$ cat src/rtl/pre_mant_aligner.sv
`default_nettype none
// ============================================================================
// Module   : pre_mant_aligner
// Purpose  : FP adder front-end. Unpacks two operands, inserts the hidden bit,
//            selects the larger effective exponent and right-aligns the
//            smaller operand's significand into a FIELD_W-bit field.
//            Two-stage pipeline with valid/ready flow control.
// Ports    : clk, rst_n (async, active low)
//            in_valid/in_ready, in_a/in_b  {sign, exp, frac} operands
//            out_valid/out_ready           result handshake
//            out_sign_a/b, out_mant_a/b    signs and aligned magnitudes
//            out_exp_max                   larger effective exponent
// Options  : `define STICKY_EN to OR shifted-out bits into bit 0 of the
//            shifted field. Default build drops them.
// Revision : 1.0 - initial release
// ============================================================================
module pre_mant_aligner #(
    parameter int EXP_W   = 8,
    parameter int MANT_W  = 22,
    parameter int FIELD_W = 50
) (
    input  logic                    clk,
    input  logic                    rst_n,
    input  logic                    in_valid,
    output logic                    in_ready,
    input  logic [EXP_W+MANT_W:0]   in_a,
    input  logic [EXP_W+MANT_W:0]   in_b,
    output logic                    out_valid,
    input  logic                    out_ready,
    output logic                    out_sign_a,
    output logic                    out_sign_b,
    output logic [FIELD_W-1:0]      out_mant_a,
    output logic [FIELD_W-1:0]      out_mant_b,
    output logic [EXP_W-1:0]        out_exp_max
);

    localparam int               c_op_w   = 1 + EXP_W + MANT_W;
    // Zero bits below the significand so the hidden bit lands at FIELD_W-2.
    localparam int               c_pad_lo = FIELD_W - 2 - MANT_W;
    localparam logic [EXP_W-1:0] c_exp_one = EXP_W'(1);

    // ------------------------------------------------------------------
    // Unpack
    // ------------------------------------------------------------------
    logic [EXP_W-1:0]   w_exp_a, w_exp_b;
    logic [EXP_W-1:0]   w_eff_a, w_eff_b;
    logic [FIELD_W-1:0] w_field_a, w_field_b;
    logic               w_a_ge_b;

    assign w_exp_a = in_a[MANT_W +: EXP_W];
    assign w_exp_b = in_b[MANT_W +: EXP_W];

    // Zero exponent means denormal/zero: no hidden bit, effective exponent 1.
    assign w_eff_a = (w_exp_a == '0) ? c_exp_one : w_exp_a;
    assign w_eff_b = (w_exp_b == '0) ? c_exp_one : w_exp_b;

    // Bit FIELD_W-1 stays clear as carry headroom for the adder.
    assign w_field_a = {1'b0, (w_exp_a != '0), in_a[MANT_W-1:0], {c_pad_lo{1'b0}}};
    assign w_field_b = {1'b0, (w_exp_b != '0), in_b[MANT_W-1:0], {c_pad_lo{1'b0}}};

    assign w_a_ge_b = (w_eff_a >= w_eff_b);

    // ------------------------------------------------------------------
    // Flow control: each stage loads when empty or when the stage ahead
    // of it moves on, so a full pipe streams at one pair per cycle.
    // ------------------------------------------------------------------
    logic r1_valid, r2_valid;
    logic w_s2_load, w_s1_load;

    assign w_s2_load = ~r2_valid | out_ready;
    assign w_s1_load = ~r1_valid | w_s2_load;
    assign in_ready  = w_s1_load;

    // ------------------------------------------------------------------
    // Stage 1: unpacked operands, exponent max and difference
    // ------------------------------------------------------------------
    logic               r1_sign_a, r1_sign_b;
    logic [FIELD_W-1:0] r1_field_a, r1_field_b;
    logic [EXP_W-1:0]   r1_exp_max, r1_diff;
    logic               r1_sel_b;   // B is the operand to be shifted

    always_ff @(posedge clk or negedge rst_n) begin
        if (!rst_n) begin
            r1_valid   <= 1'b0;
            r1_sign_a  <= 1'b0;
            r1_sign_b  <= 1'b0;
            r1_field_a <= '0;
            r1_field_b <= '0;
            r1_exp_max <= '0;
            r1_diff    <= '0;
            r1_sel_b   <= 1'b0;
        end else if (w_s1_load) begin
            r1_valid <= in_valid;
            if (in_valid) begin
                r1_sign_a  <= in_a[c_op_w-1];
                r1_sign_b  <= in_b[c_op_w-1];
                r1_field_a <= w_field_a;
                r1_field_b <= w_field_b;
                r1_exp_max <= w_a_ge_b ? w_eff_a : w_eff_b;
                r1_diff    <= w_a_ge_b ? (w_eff_a - w_eff_b) : (w_eff_b - w_eff_a);
                // Equal exponents select B with a zero shift: no change.
                r1_sel_b   <= w_a_ge_b;
            end
        end
    end

    // ------------------------------------------------------------------
    // Stage 2 datapath: align the smaller field
    // ------------------------------------------------------------------
    logic [FIELD_W-1:0] w_small, w_shift_raw, w_shifted;
    logic               w_shift_oor;

    assign w_small     = r1_sel_b ? r1_field_b : r1_field_a;
    assign w_shift_oor = (int'(r1_diff) >= FIELD_W);
    assign w_shift_raw = w_shift_oor ? '0 : (w_small >> r1_diff);

`ifdef STICKY_EN
    logic [FIELD_W-1:0] w_lost_mask;
    logic               w_sticky;

    // Mask of the low bits that fall off; all ones once the shift is
    // at least the field width.
    assign w_lost_mask = ~({FIELD_W{1'b1}} << r1_diff);
    assign w_sticky    = |(w_small & w_lost_mask);
    assign w_shifted   = {w_shift_raw[FIELD_W-1:1], w_shift_raw[0] | w_sticky};
`else
    assign w_shifted   = w_shift_raw;
`endif

    // ------------------------------------------------------------------
    // Stage 2 registers (drive the outputs directly). Lanes keep their
    // operand identity: mant_a always carries in_a.
    // ------------------------------------------------------------------
    logic               r2_sign_a, r2_sign_b;
    logic [FIELD_W-1:0] r2_mant_a, r2_mant_b;
    logic [EXP_W-1:0]   r2_exp_max;

    always_ff @(posedge clk or negedge rst_n) begin
        if (!rst_n) begin
            r2_valid   <= 1'b0;
            r2_sign_a  <= 1'b0;
            r2_sign_b  <= 1'b0;
            r2_mant_a  <= '0;
            r2_mant_b  <= '0;
            r2_exp_max <= '0;
        end else if (w_s2_load) begin
            r2_valid <= r1_valid;
            if (r1_valid) begin
                r2_sign_a  <= r1_sign_a;
                r2_sign_b  <= r1_sign_b;
                r2_mant_a  <= r1_sel_b ? r1_field_a : w_shifted;
                r2_mant_b  <= r1_sel_b ? w_shifted  : r1_field_b;
                r2_exp_max <= r1_exp_max;
            end
        end
    end

    assign out_valid   = r2_valid;
    assign out_sign_a  = r2_sign_a;
    assign out_sign_b  = r2_sign_b;
    assign out_mant_a  = r2_mant_a;
    assign out_mant_b  = r2_mant_b;
    assign out_exp_max = r2_exp_max;

endmodule
`default_nettype wire

$ cat config.mk
export PLATFORM = sky130hd
export DESIGN_NAME = pre_mant_aligner
export DESIGN_NICKNAME = d
export VERILOG_FILES = /design/src/rtl/pre_mant_aligner.sv
export SDC_FILE = /design/constraint.sdc
export NUM_CORES = 1
export LEC_CHECK = 0
export ABC_CLOCK_PERIOD_IN_PS = 4950
export CAP_MARGIN = 20
export CORE_ASPECT_RATIO = 1.1
export CORE_MARGIN = 3
export CORE_UTILIZATION = 58
export CTS_CLUSTER_DIAMETER = 80
export DETAILED_ROUTE_END_ITERATION = 12
export PLACE_DENSITY_LB_ADDON = 0.1
export SYNTH_ARGS = -nofsm -noshare
export SYNTH_HDL_FRONTEND = slang
export SYNTH_SLANG_ARGS = --single-unit
$ cat constraint.sdc
create_clock -name clk -period 4.95 [get_ports clk]
set_input_delay 0.495 -clock clk [delete_from_list [all_inputs] [get_ports clk]]
set_output_delay 0.495 -clock clk [all_outputs]
set_load 0.01 [all_outputs]
After elaboration in Yosys (flattened, before gate mapping)
Index checks and enable logic that the tools add are counted.
{"block": "classes", "n_reduce_logical": 6, "mux": 8, "shifts": 1, "bitwise_logic": 4, "addsub": 2, "order_cmp": 2}
{"operator": "$mux 50", "n": 3}
{"operator": "$shr 49x8->50", "n": 1}
{"operator": "$mux 49", "n": 1}
{"operator": "$mux 8", "n": 4}
{"operator": "$logic_not 8->1", "n": 2}
{"operator": "$reduce_bool 8->1", "n": 2}
{"operator": "$sub 8x8->8", "n": 2}
{"operator": "$ge 8x6->1 const B", "n": 1}
{"operator": "$ge 8x8->1", "n": 1}
{"operator": "$reduce_and 2->1", "n": 2}
{"operator": "$not 1->1", "n": 2}
{"operator": "$or 1x1->1", "n": 2}
{"block": "word_totals", "inputBits": 66, "out_inout_bits": 112, "ff_bits": 177}

Longest topological paths before layout
Gate-level depths: netlist of the first run.
{"block": "depth", "ltp_word": 4, "mapped_depth": 11, "mapped_depth_nobuf": 11}

Least setup slack after synthesis of the first run
No wires, ideal clock.
{"block": "synth_path", "path_type": "in2reg", "from": "in in_a[23]", "to": "reg r1_diff[1]", "stages": 11, "setup_slack_ns": 1.995, "n_path_buf": 0, "setup_time_ns": 0.083, "t_arrival_ns": 2.872, "required_time_ns": 4.867, "path_cell_list": "nor4_1 -> a21o_1 -> inv_1 -> ha_1 -> fa_1 -> nand3b_1 -> and2_1 -> a21oi_1 -> nor2_1 -> mux2_2 -> o21ai_0"}
{"block": "synth_via", "elab_chain_cells": 4}
{"element": "start, declared", "line": "26", "text": "input logic [EXP_W+MANT_W:0] in_a,"}
{"element": "$logic_not 8->1", "line": "54", "text": "assign w_eff_a = (w_exp_a == '0) ? c_exp_one : w_exp_a;"}
{"element": "$mux 8 *", "line": "54"}
{"element": "$sub 8x8->8 or $ge 8x8->1 (tied branches)", "line": "100, 61"}
{"element": "$mux 8 *", "line": "100", "text": "r1_diff <= w_a_ge_b ? (w_eff_a - w_eff_b) : (w_eff_b - w_eff_a);"}
{"element": "end signal, assigned", "line": "100"}
{"element": "end, declared", "line": "79", "text": "logic [EXP_W-1:0] r1_exp_max, r1_diff;"}
Every way passes the cells marked *; elsewhere a longest branch is shown, timed or not.
A chain may end at the register's enable or synchronous reset.

Worst setup path after layout of the first run
{"block": "layout_path", "from": "reg r1_diff[1]", "to": "reg r2_mant_b[9], in the netlist out_mant_b[9]"}
{"block": "layout_via", "elab_chain_cells": 3}
{"element": "$shr 49x8->50 or $ge 8x6->1 (tied branches)", "line": "115, 114"}
{"element": "$mux 50 *", "line": "115", "text": "assign w_shift_raw = w_shift_oor ? '0 : (w_small >> r1_diff);"}
{"element": "$mux 50 *", "line": "152", "text": "r2_mant_b <= r1_sel_b ? w_shifted : r1_field_b;"}
{"element": "end signal, assigned", "line": "152"}
{"element": "end, declared", "line": "135", "text": "logic [FIELD_W-1:0] r2_mant_a, r2_mant_b;"}
Marked as above.

==> impl_metrics.toml, run 1 <==
[yosys]
syn_avg_cell_area_um2 = 8.50
ys.flop_type = "dfrtp_1"
synth_area_mm2 = 0.0105
synth_cell_type_count = 76
synthArstFlopShare_pct = 100
synthCells = 1239
ys_seq_area_share_pct = 41.6
synth_common_cells = "279 x nand2_1, 175 x dfrtp_1, 96 x nor2_1, 80 x a21oi_1, 80 x clkbuf_1"
synth_edf_count = 0
synth.yosys.warnings = 0
synth_most_common_cell = "nand2_1"
yosysTopAreaCell = "dfrtp_1"
netlist.area_leader.share_pct = 41.6
ys_ff_latch = 175
yosys-top-cells-area = "dfrtp_1 42%, nand2_1 9.9%, a21oi_1 3.8%, mux2i_1 3.4%, nor2_1 3.4%"

[worst_setup_path]
regToRegStartpoint = "r1_diff[1]$_DFFE_PN0P_"
worstRegToRegCells = 6
path_max_fanout = 25
required_ps = 5280
endpoint_kind = "register"
r2r_slack_ps = 1180
rr_endpoint = "out_mant_b[9]$_DFFE_PN0P_"
critPathArrivalTime_ps = 4100
critical_path_class = "reg -> reg"
startpoint_type = "register"
crit_end = "out_mant_b[9]$_DFFE_PN0P_"
cp-startpoint = "r1_diff[1]$_DFFE_PN0P_"

[global_route]
grt_pass1_wl_um = 56100
grt_max_degree = 102
grt_usage_pct = 36.3
grt_antenna_before_repair = 0
grt_pass1_vias = 10023
overflow = 0

[die]
die_h_um = 147
start_util_pct = 59.3
core-area_mm2 = 0.0177
row_count = 51
chipWidth_um = 134
dieArea_mm2 = 0.0198
boundaryPins = 178

[clock_tree]
path_clk_slew_ps = 70
htreeDepth = 4
clock_sinks = 175
cts_hold_repair.buffers = 0
root_buffer = "clkbuf_16"
numCtsBuffers = 17
cts_tree = "done"
insertion_delay_ps = 430
cts_buffer_depth = 2
cts_resized = 0
post_cts_buffers = 0

[route]
ant_nets = 0
drtIter0Drc = 1486
viasPerCell = 6.61
drt_first_pass_iters = 6
met3_length_um = 3690
wl_per_cell_um = 22.4
met1_length_um = 13800
top_layer = "met4"
wl_um = 36000
vias = 10612
wl_met2_um = 16500
drc_errors = 0

[finish]
diodes = 0
drive_above_1_share_pct = 7.53
area_delta_synth_final_pct = 22.6
n_fill_cell = 1354
final_cell_count_no_fill = 1606
nNetsFinal = 1439

[pwr]
power_density_mw_per_mm2 = 432
vdd_ir_drop_max_uv = 280
p_leak_nw = 5.63

[timing]
min_period_ps = 3770
hold_viol = 0
rsz0062_at_grt = "false"
fmax_mhz = 266
fin_crit_sh_pct = 76.1
finalSetupTns_ps = 0
max_slew.worst_pin.slew_ps = 1180
setup_violations = 0
maxSlewHeadroom_pct = 21.4
fin_skew_ps = 12.7
slew_violations = 0

[worst_hold_path]
hp-class = "in -> async"

[status]
status = "completed"

[placement]
port_buffers = 175
dp_cells = 1575
place_hpwl_um = 26800
gp_congestion = 1.04

[run]
cap_violations = 0
[placed cells by master (no fill, tap or decap), types with 12 or more instances in the layout]
master / instances
nand3_1: 15
mux2_2: 16
clkbuf_16: 17
o221ai_1: 20
a31oi_1: 27
nor2_1: 96
nor3_1: 20
mux2i_1: 36
buf_4: 23
o21ai_0: 61
dfrtp_1: 174
clkdlybuf4s50_1: 174
a221oi_1: 12
and3_1: 16
o21ai_1: 14
a21oi_1: 80
ha_1: 15
nand2_1: 277
o22ai_1: 20
inv_1: 22
nand2b_1: 12
[area by class of cell]
class	count	area, um^2	share of cell area (%)
multi-input combinational	938	5630	43.6
sequential	175	4380	33.9
tap	238	298	2.31
timing repair buffer	199	1950	15.1
clock inverter	12	128	0.989
clock buffer	19	433	3.35
inverter	25	93.8	0.727
[where the power goes]
group	switching (mW)	internal (mW)	leakage (nW)	total [mW]
Sequential	0.253	1.67	2.20	1.93
Clock	0.596	0.704	0.264	1.30
Combinational	1.41	0.940	3.16	2.35
[per-layer routing]
| layer | track usage, % | vias to the layer above |
|---|---|---|
| li1 | - | 4688 |
| met5 | 0 | - |
| met2 | 55.7 | 680 |
| met3 | 9.01 | 155 |
| met1 | 48.2 | 5089 |
| met4 | 18.0 | 0 |
[kinds of logic after synthesis]
| logic type | Yosys count | share of synthesized area [%] |
|---|---|---|
| AND/OR/NAND/NOR | 500 | 20.6 |
| AO/OA/AOI/OAI | 352 | 22.5 |
| flip-flops | 175 | 41.6 |
| buffers and inverters | 127 | 5.06 |
| multiplexers | 66 | 7.95 |
| adder cells (fa/ha/maj) | 17 | 2.16 |
| other | 1 | 0.0356 |
| XOR/XNOR | 1 | 0.0832 |
[worst max-delay path, cell delays in order, from the launching register on]
cell and delay (ps):
dfrtp_1 880, nand2b_1 660, o22ai_1 620, mux2i_1 290, o22ai_1 690, nand2_1 230
a41oi_1 300
[state kept, by name, indices dropped and copies added, names as in the netlist, 8 cells and up]
name and flops:
out_mant_b 49, out_mant_a 49, out_exp_max 8, r1_diff 8, r1_exp_max 8, r1_field_a 23
r1_field_b 23
[per-stage QoR]
| stage | setup slack [ps] | hold slack, ps | utilization, % | instance area [um^2] | power (mW) |
|---|---|---|---|---|---|
| 2_1_floorplan | 2000 | 199 | - | 10500 | 3.22 |
| 3_3_place_gp | 1100 | 448 | 69.6 | 12300 | 4.17 |
| 3_5_place_dp | 1010 | 459 | 69.6 | 12300 | 4.21 |
| 4_1_cts | 1380 | 102 | 72.8 | 12900 | 5.51 |
| 5_1_grt | 1030 | 116 | 72.8 | 12900 | 5.80 |
| 6_report | 1180 | 70.5 | 72.8 | 12900 | 5.58 |
[worst min path at each step]
stage,startpoint,end,cells past startpoint
after CTS,rst_n,out_mant_b[8]$_DFFE_PN0P_,1
after detailed placement,r1_sign_b$_DFFE_PN0P_,out_sign_b$_DFFE_PN0P_,2
after global routing,rst_n,out_mant_b[17]$_DFFE_PN0P_,1
after global placement,r1_sign_a$_DFFE_PN0P_,out_sign_a$_DFFE_PN0P_,2
after floorplan,rst_n,out_exp_max[0]$_DFFE_PN0P_,0
final,rst_n,out_mant_b[8]$_DFFE_PN0P_,1
(Power assumes the default switching activity.)
==> inputs of run 2 (changes only) <==
Settings changed: ABC_CLOCK_PERIOD_IN_PS 4950 to 3500, CORE_UTILIZATION 58 to 54.
Clock period 4.95 ns to 3.5 ns, I/O delays scaled along.
==> run 2 against run 1 <==
Against the previous run:
- worst hold slack improved by 360 ps
- die area rose by 7.1%
- core utilization is 1.5 points lower
- setup slack worse by 890 ps
- register-to-register slack worse by 580 ps
- final cell count grew 3.7%
- non-clock buffer count up 54
- routed wire length is 3.7% higher
- sequential power increased by 39%
- largest power group unchanged
==> impl_metrics.toml, run 2 (synthesis gave the netlist of run 1 again) <==
[status]
status = "completed"

[route]
ant_nets = 0
wl_per_cell_um = 22.4
wl_um = 37400
vias = 10841
viasPerCell = 6.51
drc_errors = 0
drt_first_pass_iters = 7
drtIter0Drc = 1514

[global_route]
overflow = 0
grt_max_degree = 80
grt_usage_pct = 34.5
grt_pass1_vias = 10311
grt_antenna_before_repair = 0
grt_pass1_wl_um = 58000

[finish]
fin_area_mm2 = 0.0133
drive_above_1_share_pct = 11.0
nNetsFinal = 1493
final-seq-area_mm2 = 0.00438
n_fill_cell = 1491
area_delta_synth_final_pct = 26.8
diodes = 0
layout_common_cells = "277 x nand2_1, 174 x clkdlybuf4s50_1, 174 x dfrtp_1"
mostFrequentLayoutCell = "nand2_1"
multi_input_area_mm2 = 0.00563

[timing]
max_slew.worst_pin.slew_ps = 843
setup_violations = 0
maxSlewHeadroom_pct = 43.6
fmax_mhz = 312
min_period_ps = 3210
fin_crit_sh_pct = 91.6
rsz0062_at_grt = "false"
fin_skew_ps = 13.3
slew_violations = 0
hold_viol = 0
setup_slack_ps = 293

[die]
core-area_mm2 = 0.0187
dieArea_mm2 = 0.0212
boundaryPins = 178
start_util_pct = 56.2
die_h_um = 152
row_count = 52
chipWidth_um = 139

[worst_setup_path]
critical_path.top_delay_family = "simple AND/OR/NAND/NOR gates"
path_cells = "clkdlybuf4s50_1 > nor4_1 > a21o_1 > ha_1 > fa_1 > nand3b_1 > and2_1 > a21oi_1 > nor2_1 > mux2_2 > o21ai_0"
critPathSlowestCell = "nor2_1"
endpoint_kind = "register"
critical_path_buf_inv_count = 1
path_max_fanout = 10
cp_slowest_stage_delay_ps = 650
critPathArrivalTime_ps = 3570
required_ps = 3860
critical_path_class = "in -> reg"
startpoint_type = "primary input"

[clock_tree]
clock_sinks = 175
insertion_delay_ps = 440
cts_tree = "done"
numCtsBuffers = 17
root_buffer = "clkbuf_16"
post_cts_buffers = 0
htreeDepth = 4
path_clk_slew_ps = 70
cts_buffer_depth = 2

[placement]
place_ws_ps = -102
gp_congestion = 1.06
place_hpwl_um = 28500
port_buffers = 175
place_area_mm2 = 0.0128

[pwr]
vdd_ir_drop_max_uv = 393
p_leak_nw = 5.91
power_density_mw_per_mm2 = 606
total_power_mw = 8.09

[worst_hold_path]
hp-class = "in -> reg"

[run]
cap_violations = 0
run 2: final timing paths:
check / startpoint / endpoint / slack [ps] / depth (start not counted)
setup / recovery: in_b[26] / r1_diff[1]$_DFFE_PN0P_ / 290 / 11
min in group asynchronous: rst_n / out_mant_a[8]$_DFFE_PN0P_ / 500 / 2
setup reg to reg: r1_diff[1]$_DFFE_PN0P_ / out_mant_a[16]$_DFFE_PN0P_ / 600 / 7
max in group asynchronous: rst_n / r1_field_a[38]$_DFFE_PN0P_ / 2170 / 3
hold / removal: in_a[3] / r1_field_a[29]$_DFFE_PN0P_ / 430 / 3
hold reg to reg: out_exp_max[1]$_DFFE_PN0P_ / out_exp_max[1]$_DFFE_PN0P_ / 480 / 2
run 2: final cells by class:
type	instances	share of cell area, %
Clock inverter	13	0.872
Tap cell	243	2.28
Timing Repair Buffer	253	17.9
Inverter	25	0.703
Sequential cell	175	32.8
Multi-Input combinational cell	938	42.2
Clock buffer	19	3.24
run 2: timing repair:
item,CTS,global route
hold buffers,1,0
resized for setup,0,0
endpoints found under the hold margin,76,0
run 2: worst register-to-register path, cell delays in order, from the launching register on:
cell and delay, ps:
dfrtp_1 520, buf_4 250, nor2_1 500, a22oi_2 190, o21ai_0 600, mux2i_1 160, o31ai_1 390, a32o_1 240
run 2: metrics by stage:
step | util [%] | std cells | hold slack [ps] | TNS, ps
after floorplan | - | 1240 | 54.4 | 0
after global placement | 68.3 | 1633 | 417 | -11.7
after detailed placement | 68.3 | 1633 | 429 | -102
after CTS | 71.2 | 1666 | 428 | 0
after global routing | 71.2 | 1666 | 441 | 0
final | 71.2 | 1666 | 429 | 0
run 2: power by group:
part | switching (mW) | total (mW) | internal [mW]
Combinational | 2.08 | 3.57 | 1.49
Clock | 0.890 | 1.83 | 0.939
Sequential | 0.323 | 2.69 | 2.37
Total | 3.29 | 8.09 | 4.80
run 2: routing by layer:
layer | wire (um) | global-route usage, % | part of all wire [%]
met1 | 14500 | 46.2 | 39
met2 | 17500 | 55.6 | 47
met3 | 3800 | 7.03 | 10
met4 | 1630 | 13.5 | 4.4
met5 | 0 | 0 | 0
